<file path="config.mk">
export PLATFORM = sky130hd
export DESIGN_NAME = dual_issue_fetch_queue_flat
export DESIGN_NICKNAME = d
export VERILOG_FILES = /design/src/rtl/fetch_pkg.sv /design/src/rtl/dual_issue_fetch_queue_if.sv /design/src/rtl/fq_ptr_ctrl.sv /design/src/rtl/dual_issue_fetch_queue.sv /design/src/flat_wrapper.sv
export SDC_FILE = /design/constraint.sdc
export NUM_CORES = 1
export LEC_CHECK = 0
export CAP_MARGIN = 20
export CORE_MARGIN = 3
export CORE_UTILIZATION = 41
export DETAILED_ROUTE_END_ITERATION = 8
export MAX_ROUTING_LAYER = met4
export PLACE_DENSITY_LB_ADDON = 0.05
export SYNTH_ARGS = -nofsm -noshare
export SYNTH_HDL_FRONTEND = slang
export SYNTH_SLANG_ARGS = --single-unit
</file>
<file path="constraint.sdc">
create_clock -name clk -period 3 [get_ports clk]
set_input_delay 0.75 -clock clk [delete_from_list [all_inputs] [get_ports clk]]
set_output_delay 0.75 -clock clk [all_outputs]
set_load 0.02 [all_outputs]
</file>
<file path="src/rtl/fetch_pkg.sv">
// rtl/fetch_pkg.sv - shared types and constants for the fetch queue
package fetch_pkg;
  localparam int INSN_W   = 16;
  localparam int MAX_PC_W = 16;
  localparam logic [INSN_W-1:0] NOP_IR = 16'h0000;

  typedef logic [1:0] issue_cnt_t;

  // pc is stored at MAX_PC_W; the top narrows it to its own PC_W on read
  typedef struct packed {
    logic [INSN_W-1:0]   ir;
    logic [MAX_PC_W-1:0] pc;
  } fq_entry_t;

  function automatic logic [1:0] clamp_issue(input issue_cnt_t c);
    return (c == 2'd3) ? 2'd2 : c;
  endfunction
endpackage

</file>
<file path="src/rtl/dual_issue_fetch_queue_if.sv">
// rtl/dual_issue_fetch_queue_if.sv - memory, control and issue-slot signals of the fetch queue
interface dual_issue_fetch_queue_if
  import fetch_pkg::*;
#(
  parameter int DEPTH = 8,
  parameter int PC_W  = 9
);
  localparam int CNT_W = $clog2(DEPTH) + 1;

  logic              mem_req;
  logic [PC_W-1:0]   mem_addr;
  logic [INSN_W-1:0] mem_rdata;
  logic              halt;
  logic              redirect;
  logic [PC_W-1:0]   redirect_pc;
  issue_cnt_t        issue_cnt;
  logic              p0_valid;
  logic              p1_valid;
  logic [INSN_W-1:0] p0_ir;
  logic [INSN_W-1:0] p1_ir;
  logic [PC_W-1:0]   p0_pc;
  logic [PC_W-1:0]   p1_pc;
  logic              fetch_next;
  logic [CNT_W-1:0]  q_count;

  modport master (
    output mem_req, mem_addr, p0_valid, p1_valid, p0_ir, p1_ir, p0_pc, p1_pc,
           fetch_next, q_count,
    input  mem_rdata, halt, redirect, redirect_pc, issue_cnt
  );

  modport slave (
    input  mem_req, mem_addr, p0_valid, p1_valid, p0_ir, p1_ir, p0_pc, p1_pc,
           fetch_next, q_count,
    output mem_rdata, halt, redirect, redirect_pc, issue_cnt
  );
endinterface

</file>
<file path="src/rtl/fq_ptr_ctrl.sv">
// rtl/fq_ptr_ctrl.sv - head/tail/count bookkeeping with clamped consume and flush priority
module fq_ptr_ctrl
  import fetch_pkg::*;
#(
  parameter int DEPTH = 8,
  localparam int PTR_W = $clog2(DEPTH),
  localparam int CNT_W = PTR_W + 1
) (
  input  logic             clk,
  input  logic             rst_n,
  input  logic             flush,
  input  logic             wr_en,
  input  issue_cnt_t       issue_cnt,
  output logic [PTR_W-1:0] head,
  output logic [PTR_W-1:0] tail,
  output logic [CNT_W-1:0] count,
  output logic [1:0]       consumed
);
  logic [1:0] req;

  // Consume never exceeds occupancy; a flush swallows the request entirely
  always_comb begin
    req      = clamp_issue(issue_cnt);
    consumed = 2'd0;
    if (!flush) begin
      consumed = (CNT_W'(req) > count) ? count[1:0] : req;
    end
  end

  always_ff @(posedge clk or negedge rst_n) begin
    if (!rst_n) begin
      head  <= '0;
      tail  <= '0;
      count <= '0;
    end else if (flush) begin
      head  <= '0;
      tail  <= '0;
      count <= '0;
    end else begin
      head  <= head + PTR_W'(consumed);
      tail  <= tail + PTR_W'(wr_en);
      count <= count + CNT_W'(wr_en) - CNT_W'(consumed);
    end
  end
endmodule

</file>
<file path="src/rtl/dual_issue_fetch_queue.sv">
// rtl/dual_issue_fetch_queue.sv - fetch queue feeding two issue slots; FETCH_BYPASS_EN adds empty-queue bypass
module dual_issue_fetch_queue
  import fetch_pkg::*;
#(
  parameter int DEPTH = 8,
  parameter int PC_W  = 9,
  parameter logic [PC_W-1:0] RESET_PC = '0
) (
  input logic clk,
  input logic rst_n,
  dual_issue_fetch_queue_if.master bus
);
  localparam int PTR_W = $clog2(DEPTH);
  localparam int CNT_W = PTR_W + 1;

  logic [PC_W-1:0]  fetch_pc;
  logic [PC_W-1:0]  req_pc;
  logic             inflight;
  logic             resp_keep;
  logic             wr_en;
  logic             bypass_vld;
  logic             bypass_take;
  logic [PTR_W-1:0] head;
  logic [PTR_W-1:0] tail;
  logic [PTR_W-1:0] head_nxt;
  logic [CNT_W-1:0] count;
  logic [CNT_W-1:0] occ;
  logic [1:0]       consumed;
  fq_entry_t        entries [DEPTH];

  // A redirect in the response cycle acts as the drop flag for that word
  assign resp_keep    = inflight && !bus.redirect;
  assign occ          = count + CNT_W'(inflight);
  assign bus.mem_req  = rst_n && !bus.halt && !bus.redirect && (occ < CNT_W'(DEPTH));
  assign bus.mem_addr = fetch_pc;

`ifdef FETCH_BYPASS_EN
  assign bypass_vld  = resp_keep && (count == '0);
  assign bypass_take = bypass_vld && (bus.issue_cnt != 2'd0);
`else
  assign bypass_vld  = 1'b0;
  assign bypass_take = 1'b0;
`endif

  assign wr_en = resp_keep && !bypass_take;

  fq_ptr_ctrl #(.DEPTH(DEPTH)) u_ptr (
    .clk      (clk),
    .rst_n    (rst_n),
    .flush    (bus.redirect),
    .wr_en    (wr_en),
    .issue_cnt(bus.issue_cnt),
    .head     (head),
    .tail     (tail),
    .count    (count),
    .consumed (consumed)
  );

  always_ff @(posedge clk or negedge rst_n) begin
    if (!rst_n) begin
      fetch_pc <= RESET_PC;
      req_pc   <= '0;
      inflight <= 1'b0;
    end else begin
      inflight <= bus.mem_req;
      if (bus.mem_req) begin
        req_pc <= fetch_pc;
      end
      if (bus.redirect) begin
        fetch_pc <= bus.redirect_pc;
      end else if (bus.mem_req) begin
        fetch_pc <= fetch_pc + PC_W'(1);
      end
    end
  end

  always_ff @(posedge clk or negedge rst_n) begin
    if (!rst_n) begin
      for (int i = 0; i < DEPTH; i++) begin
        entries[i] <= '0;
      end
    end else if (wr_en) begin
      entries[tail] <= '{ir: bus.mem_rdata, pc: MAX_PC_W'(req_pc)};
    end
  end

  assign head_nxt = head + PTR_W'(1);

  always_comb begin
    bus.p0_valid = (count != '0) || bypass_vld;
    bus.p0_ir    = NOP_IR;
    bus.p0_pc    = entries[head].pc[PC_W-1:0];
    if (bypass_vld) begin
      bus.p0_ir = bus.mem_rdata;
      bus.p0_pc = req_pc;
    end else if (count != '0) begin
      bus.p0_ir = entries[head].ir;
    end
    bus.p1_valid   = (count >= CNT_W'(2));
    bus.p1_ir      = bus.p1_valid ? entries[head_nxt].ir : NOP_IR;
    bus.p1_pc      = entries[head_nxt].pc[PC_W-1:0];
    bus.fetch_next = (consumed != 2'd0) || bypass_take;
    bus.q_count    = count;
  end
endmodule
</file>
<file path="src/flat_wrapper.sv">
// flat-port wrapper written by rule: the top's interface ports become plain ports
module dual_issue_fetch_queue_flat import fetch_pkg::*;
#(
  parameter int DEPTH = 8,
  parameter int PC_W  = 9,
  parameter logic [PC_W-1:0] RESET_PC = '0
)
  (clk, rst_n, bus_mem_req, bus_mem_addr, bus_p0_valid, bus_p1_valid, bus_p0_ir, bus_p1_ir, bus_p0_pc, bus_p1_pc, bus_fetch_next, bus_q_count, bus_mem_rdata, bus_halt, bus_redirect, bus_redirect_pc, bus_issue_cnt);
  dual_issue_fetch_queue_if #(.DEPTH(DEPTH), .PC_W(PC_W)) bus_i ();
  input logic clk;
  input logic rst_n;
  output wire logic [$bits(bus_i.mem_req)-1:0] bus_mem_req;
  output wire logic [$bits(bus_i.mem_addr)-1:0] bus_mem_addr;
  output wire logic [$bits(bus_i.p0_valid)-1:0] bus_p0_valid;
  output wire logic [$bits(bus_i.p1_valid)-1:0] bus_p1_valid;
  output wire logic [$bits(bus_i.p0_ir)-1:0] bus_p0_ir;
  output wire logic [$bits(bus_i.p1_ir)-1:0] bus_p1_ir;
  output wire logic [$bits(bus_i.p0_pc)-1:0] bus_p0_pc;
  output wire logic [$bits(bus_i.p1_pc)-1:0] bus_p1_pc;
  output wire logic [$bits(bus_i.fetch_next)-1:0] bus_fetch_next;
  output wire logic [$bits(bus_i.q_count)-1:0] bus_q_count;
  input wire logic [$bits(bus_i.mem_rdata)-1:0] bus_mem_rdata;
  input wire logic [$bits(bus_i.halt)-1:0] bus_halt;
  input wire logic [$bits(bus_i.redirect)-1:0] bus_redirect;
  input wire logic [$bits(bus_i.redirect_pc)-1:0] bus_redirect_pc;
  input wire logic [$bits(bus_i.issue_cnt)-1:0] bus_issue_cnt;
  assign bus_mem_req = bus_i.mem_req;
  assign bus_mem_addr = bus_i.mem_addr;
  assign bus_p0_valid = bus_i.p0_valid;
  assign bus_p1_valid = bus_i.p1_valid;
  assign bus_p0_ir = bus_i.p0_ir;
  assign bus_p1_ir = bus_i.p1_ir;
  assign bus_p0_pc = bus_i.p0_pc;
  assign bus_p1_pc = bus_i.p1_pc;
  assign bus_fetch_next = bus_i.fetch_next;
  assign bus_q_count = bus_i.q_count;
  assign bus_i.mem_rdata = bus_mem_rdata;
  assign bus_i.halt = bus_halt;
  assign bus_i.redirect = bus_redirect;
  assign bus_i.redirect_pc = bus_redirect_pc;
  assign bus_i.issue_cnt = bus_issue_cnt;
  dual_issue_fetch_queue #(.DEPTH(DEPTH), .PC_W(PC_W), .RESET_PC(RESET_PC)) u_core (.clk(clk), .rst_n(rst_n), .bus(bus_i));
endmodule
</file>
==> results of run 1 <==
==> per-stage QoR <==
stage                     setup WS, ns  TNS [ns]  hold WS (ns)  power (mW)
final                           -0.208     -3.10         0.262        12.3
after global routing            -0.288     -6.53         0.285        12.9
after CTS                       -0.285     -9.95         0.285        12.1
after detailed placement        -0.832     -3.52         0.503        8.20
after global placement          -0.757     -2.87         0.486        8.13
after floorplan                -0.0165   -0.0165         0.454        6.26
==> final cells by class <==
cell class / instances / area share, %
clock inverters: 8 / 0.575
inverters: 7 / 0.168
diodes: 1 / 0.0160
repair buffers: 192 / 13.7
flip-flops and latches: 229 / 36.6
multi-input cells: 532 / 40.5
well taps: 384 / 3.06
clock buffers: 42 / 5.39
==> path summary, 6_finish.rpt <==
kind | start | to | slack [ns]
hold reg to reg | u_core.entries[187]$_DFFE_PN0P_ | u_core.entries[187]$_DFFE_PN0P_ | 0.51
setup / recovery | u_core.u_ptr.head[0]$_DFF_PN0_ | bus_p1_ir[15] | -0.21
min in group clk | u_core.entries[187]$_DFFE_PN0P_ | u_core.entries[187]$_DFFE_PN0P_ | 0.51
hold / removal | rst_n | u_core.entries[84]$_DFFE_PN0P_ | 0.26
max in group asynchronous | rst_n | u_core.entries[4]$_DFFE_PN0P_ | 1.56
setup reg to reg | u_core.u_ptr.count[1]$_DFF_PN0_ | u_core.u_ptr.count[3]$_DFF_PN0_ | 0.23
==> state kept, by name, indices dropped and copies added, names as in the netlist <==
signal,cells
u_core.req_pc,9
u_core.u_ptr.head,3
u_core.u_ptr.tail,3
u_core.u_ptr.count,4
u_core.bus.mem_addr,9
u_core.entries,200
u_core.inflight,1
==> cells in the final DEF, fill, tap and decap left out, types with 3 or more instances in the layout <==
cell             Yosys  layout
buf_8                0       4
mux2_4               0       9
nand3_1              7       6
a21oi_2              0      12
clkbuf_1            13       6
inv_1                7       6
xnor2_1              4       3
nand2_2              1      28
nor2_4               1       3
mux2_1              26      26
xor2_1              10       9
ha_1                12       8
clkinv_2             0       6
clkdlybuf4s50_1      0      40
buf_6                4      29
nand2_1             71      44
o21ai_0              7       7
a21oi_1             19       7
and3_1               3       3
mux2_2             193     184
nor2_1              26      25
dlygate4sd2_1        0       3
mux4_2             100     100
ha_4                 0       4
nor2b_1              9       7
mux2i_1             17      14
mux2i_2              0       3
clkbuf_8             0       7
buf_4                6      63
buf_16               0       5
buf_12               0      23
clkbuf_2             0       3
buf_2               31      15
dfrtp_1            229     226
clkbuf_16            0      33
==> repair_timing <==
action                                  4_1_cts  5_1_grt
endpoints found under the hold margin         0        0
resized for setup                           183      168
cloned                                        8        4
endpoints found under the setup margin       57       54
buffers inserted                             11       19
pin swaps                                    22       19
hold buffers                                  0        0
==> worst max-delay path, cell delays in order (launching register included) <==
cell and delay, ns:
dfrtp_4 0.50, ha_4 0.35, buf_12 0.13, buf_12 0.13, mux4_2 0.51, nand2_2 0.08, a21oi_2 0.07, buf_4 0.16
==> cell families after synthesis <==
logic type | share of synthesized area (%)
mux | 40.3
flops | 47.3
simple gates | 5.47
buf+inv | 2.70
compound gates | 1.40
xor+xnor | 1.24
fa+ha+maj | 1.57
==> power breakdown <==
group	internal [mW]	leakage [nW]	switching, mW
combinational	2.73	3.50	2.42
sequential	3.38	3.11	0.345
clock	2.10	0.467	1.30
==> layer usage <==
metal / vias up / global-route usage, % / part of all wire, %
li1: 3434 / - / -
met1: 4186 / 27.8 / 41
met2: 180 / 38.2 / 52
met3: 52 / 3.25 / 5.0
met4: 0 / 4.48 / 1.9
met5: - / - / 0
==> impl_metrics.csv, run 1 <==
group,metric,value,unit
floorplan,start_util,41.9,%
sta,worst_pin_slew,0.774,ns
yosys,yosysSeqAreaShare,47.3,%
placed_design,dp_cells,1307,
route,drcViolationCount,0,
yosys,synth_edf_count,0,
power,vdd_drop_max,0.415,mV
yosys,synth_ff_type,"dfrtp_1",
sta,grt_setup_unrepaired,"true",
yosys,synth_async_sr_flop_share,100,%
worst_setup_path,worst_ep_arrival_time,2.46,ns
clock_tree,cts_tree,"done",
global_routing,grt_max_degree,93,
route,drt_wl_total,33400,um
clock_tree,clk_pin_slew_worst_paths,0.06,ns
worst_setup_path,crit_path_end_kind,"output port",
sta,final_max_slew_viol_count,0,
yosys,synthDistinctLibCells,43,
floorplan,fp.dieH,178,um
route,drt-initial-drc-count,356,
floorplan,dieArea,31700,um^2
route,wl_per_cell,23.9,um
clock_tree,clock_latency,0.54,ns
floorplan,fp-row-count,62,
status,run_status,"finished with violations",
final_layout,ff_latch_area,5740,um^2
placed_design,placed_area,14100,um^2
final_layout,drive_gt1_share,55.1,%
yosys,synthTopCellsByCount,"dfrtp_1 (229), mux2_2 (193), mux4_2 (100)",
route,drt-pass1-iter-count,4,
route,vias,7852,
final_layout,fin_nets,1035,
placed_design,routabilityCongestion,0.775,
power,p_leak,7.08,nW
global_routing,grt_remaining_overflow,0,
sta,finalCriticalPeriod,3.21,ns
floorplan,io_pins,98,
yosys,yosysTopAreaCellShare,47.3,%
global_routing,grtUsageTotal,22.1,%
floorplan,core,28900,um^2
worst_setup_path,crit_path_max_fanout,7,
final_layout,postLayoutCoreUtil,54.2,%
worst_setup_path,required,2.25,ns
yosys,syn_area_per_cell,14.7,um^2
final_layout,syn_to_final_growth,29.4,%
sta,finalCritPeriodShare,107,%
final_layout,final_cell_area,15700,um^2
yosys,yosysTopAreaCell,"dfrtp_1",
worst_setup_path,cp-start-kind,"flip-flop",
clock_tree,cts.path.max_buffers,3,
final_layout,fillCellCount,2356,
clock_tree,cts_buffers,28,
clock_tree,cts_sinks,229,
yosys,ys_seq_elements,229,
hold_path,hold_path.class,"primary input to async pin",
sta,hold_viol_final,0,
route,ant_nets,0,
yosys,yosys-top-cells-area,"dfrtp_1 (47%), mux4_2 (19%), mux2_2 (18%)",
floorplan,die_x,178,um
placed_design,portBuffers,97,
sta,finClkSkew,0.00785,ns
sta,max_freq,0.312,GHz
global_routing,grt_pass1_vias,8794,
route,vias_per_cell,5.63,
yosys,syn_inst,824,
power,cellPowerDensity,783,nW/um^2
yosys,syn_nets,869,
clock_tree,h-tree-depth,1,
placed_design,dp_hpwl,20600,um
worst_setup_path,crit_type,"flip-flop to output port",
sta,finalWorstSetupSlack,-0.208,ns
global_routing,grt_pass1_wl,52000,um
sta,final-setup-viol-count,35,
status,violations,"setup timing",
yosys,yosysWarnings,0,
final_layout,finalNonFillerCells,1395,
job,maxCapViolations,0,
yosys,syn_area,12100,um^2
final_layout,multi_input_area,6350,um^2
yosys,yosys.cell_count.top_type,"dfrtp_1",
sta,relSlewSlack,48.4,%
worst_setup_path,reg2reg_depth,12,
global_routing,antenna_found_initial,1,
clock_tree,root_buffer,"clkbuf_16",
(Power assumes the default switching activity.)
==> inputs of run 2 (changes only) <==
--- a/config.mk
+++ b/config.mk
@@ -9,6 +9,7 @@
 export CORE_MARGIN = 3
 export CORE_UTILIZATION = 41
 export DETAILED_ROUTE_END_ITERATION = 8
+export HOLD_SLACK_MARGIN = 0.12
 export MAX_ROUTING_LAYER = met4
 export PLACE_DENSITY_LB_ADDON = 0.05
 export SYNTH_ARGS = -nofsm -noshare
==> results of run 2 <==
No change in the layout: final DEF, timing and power equal those of run 1.
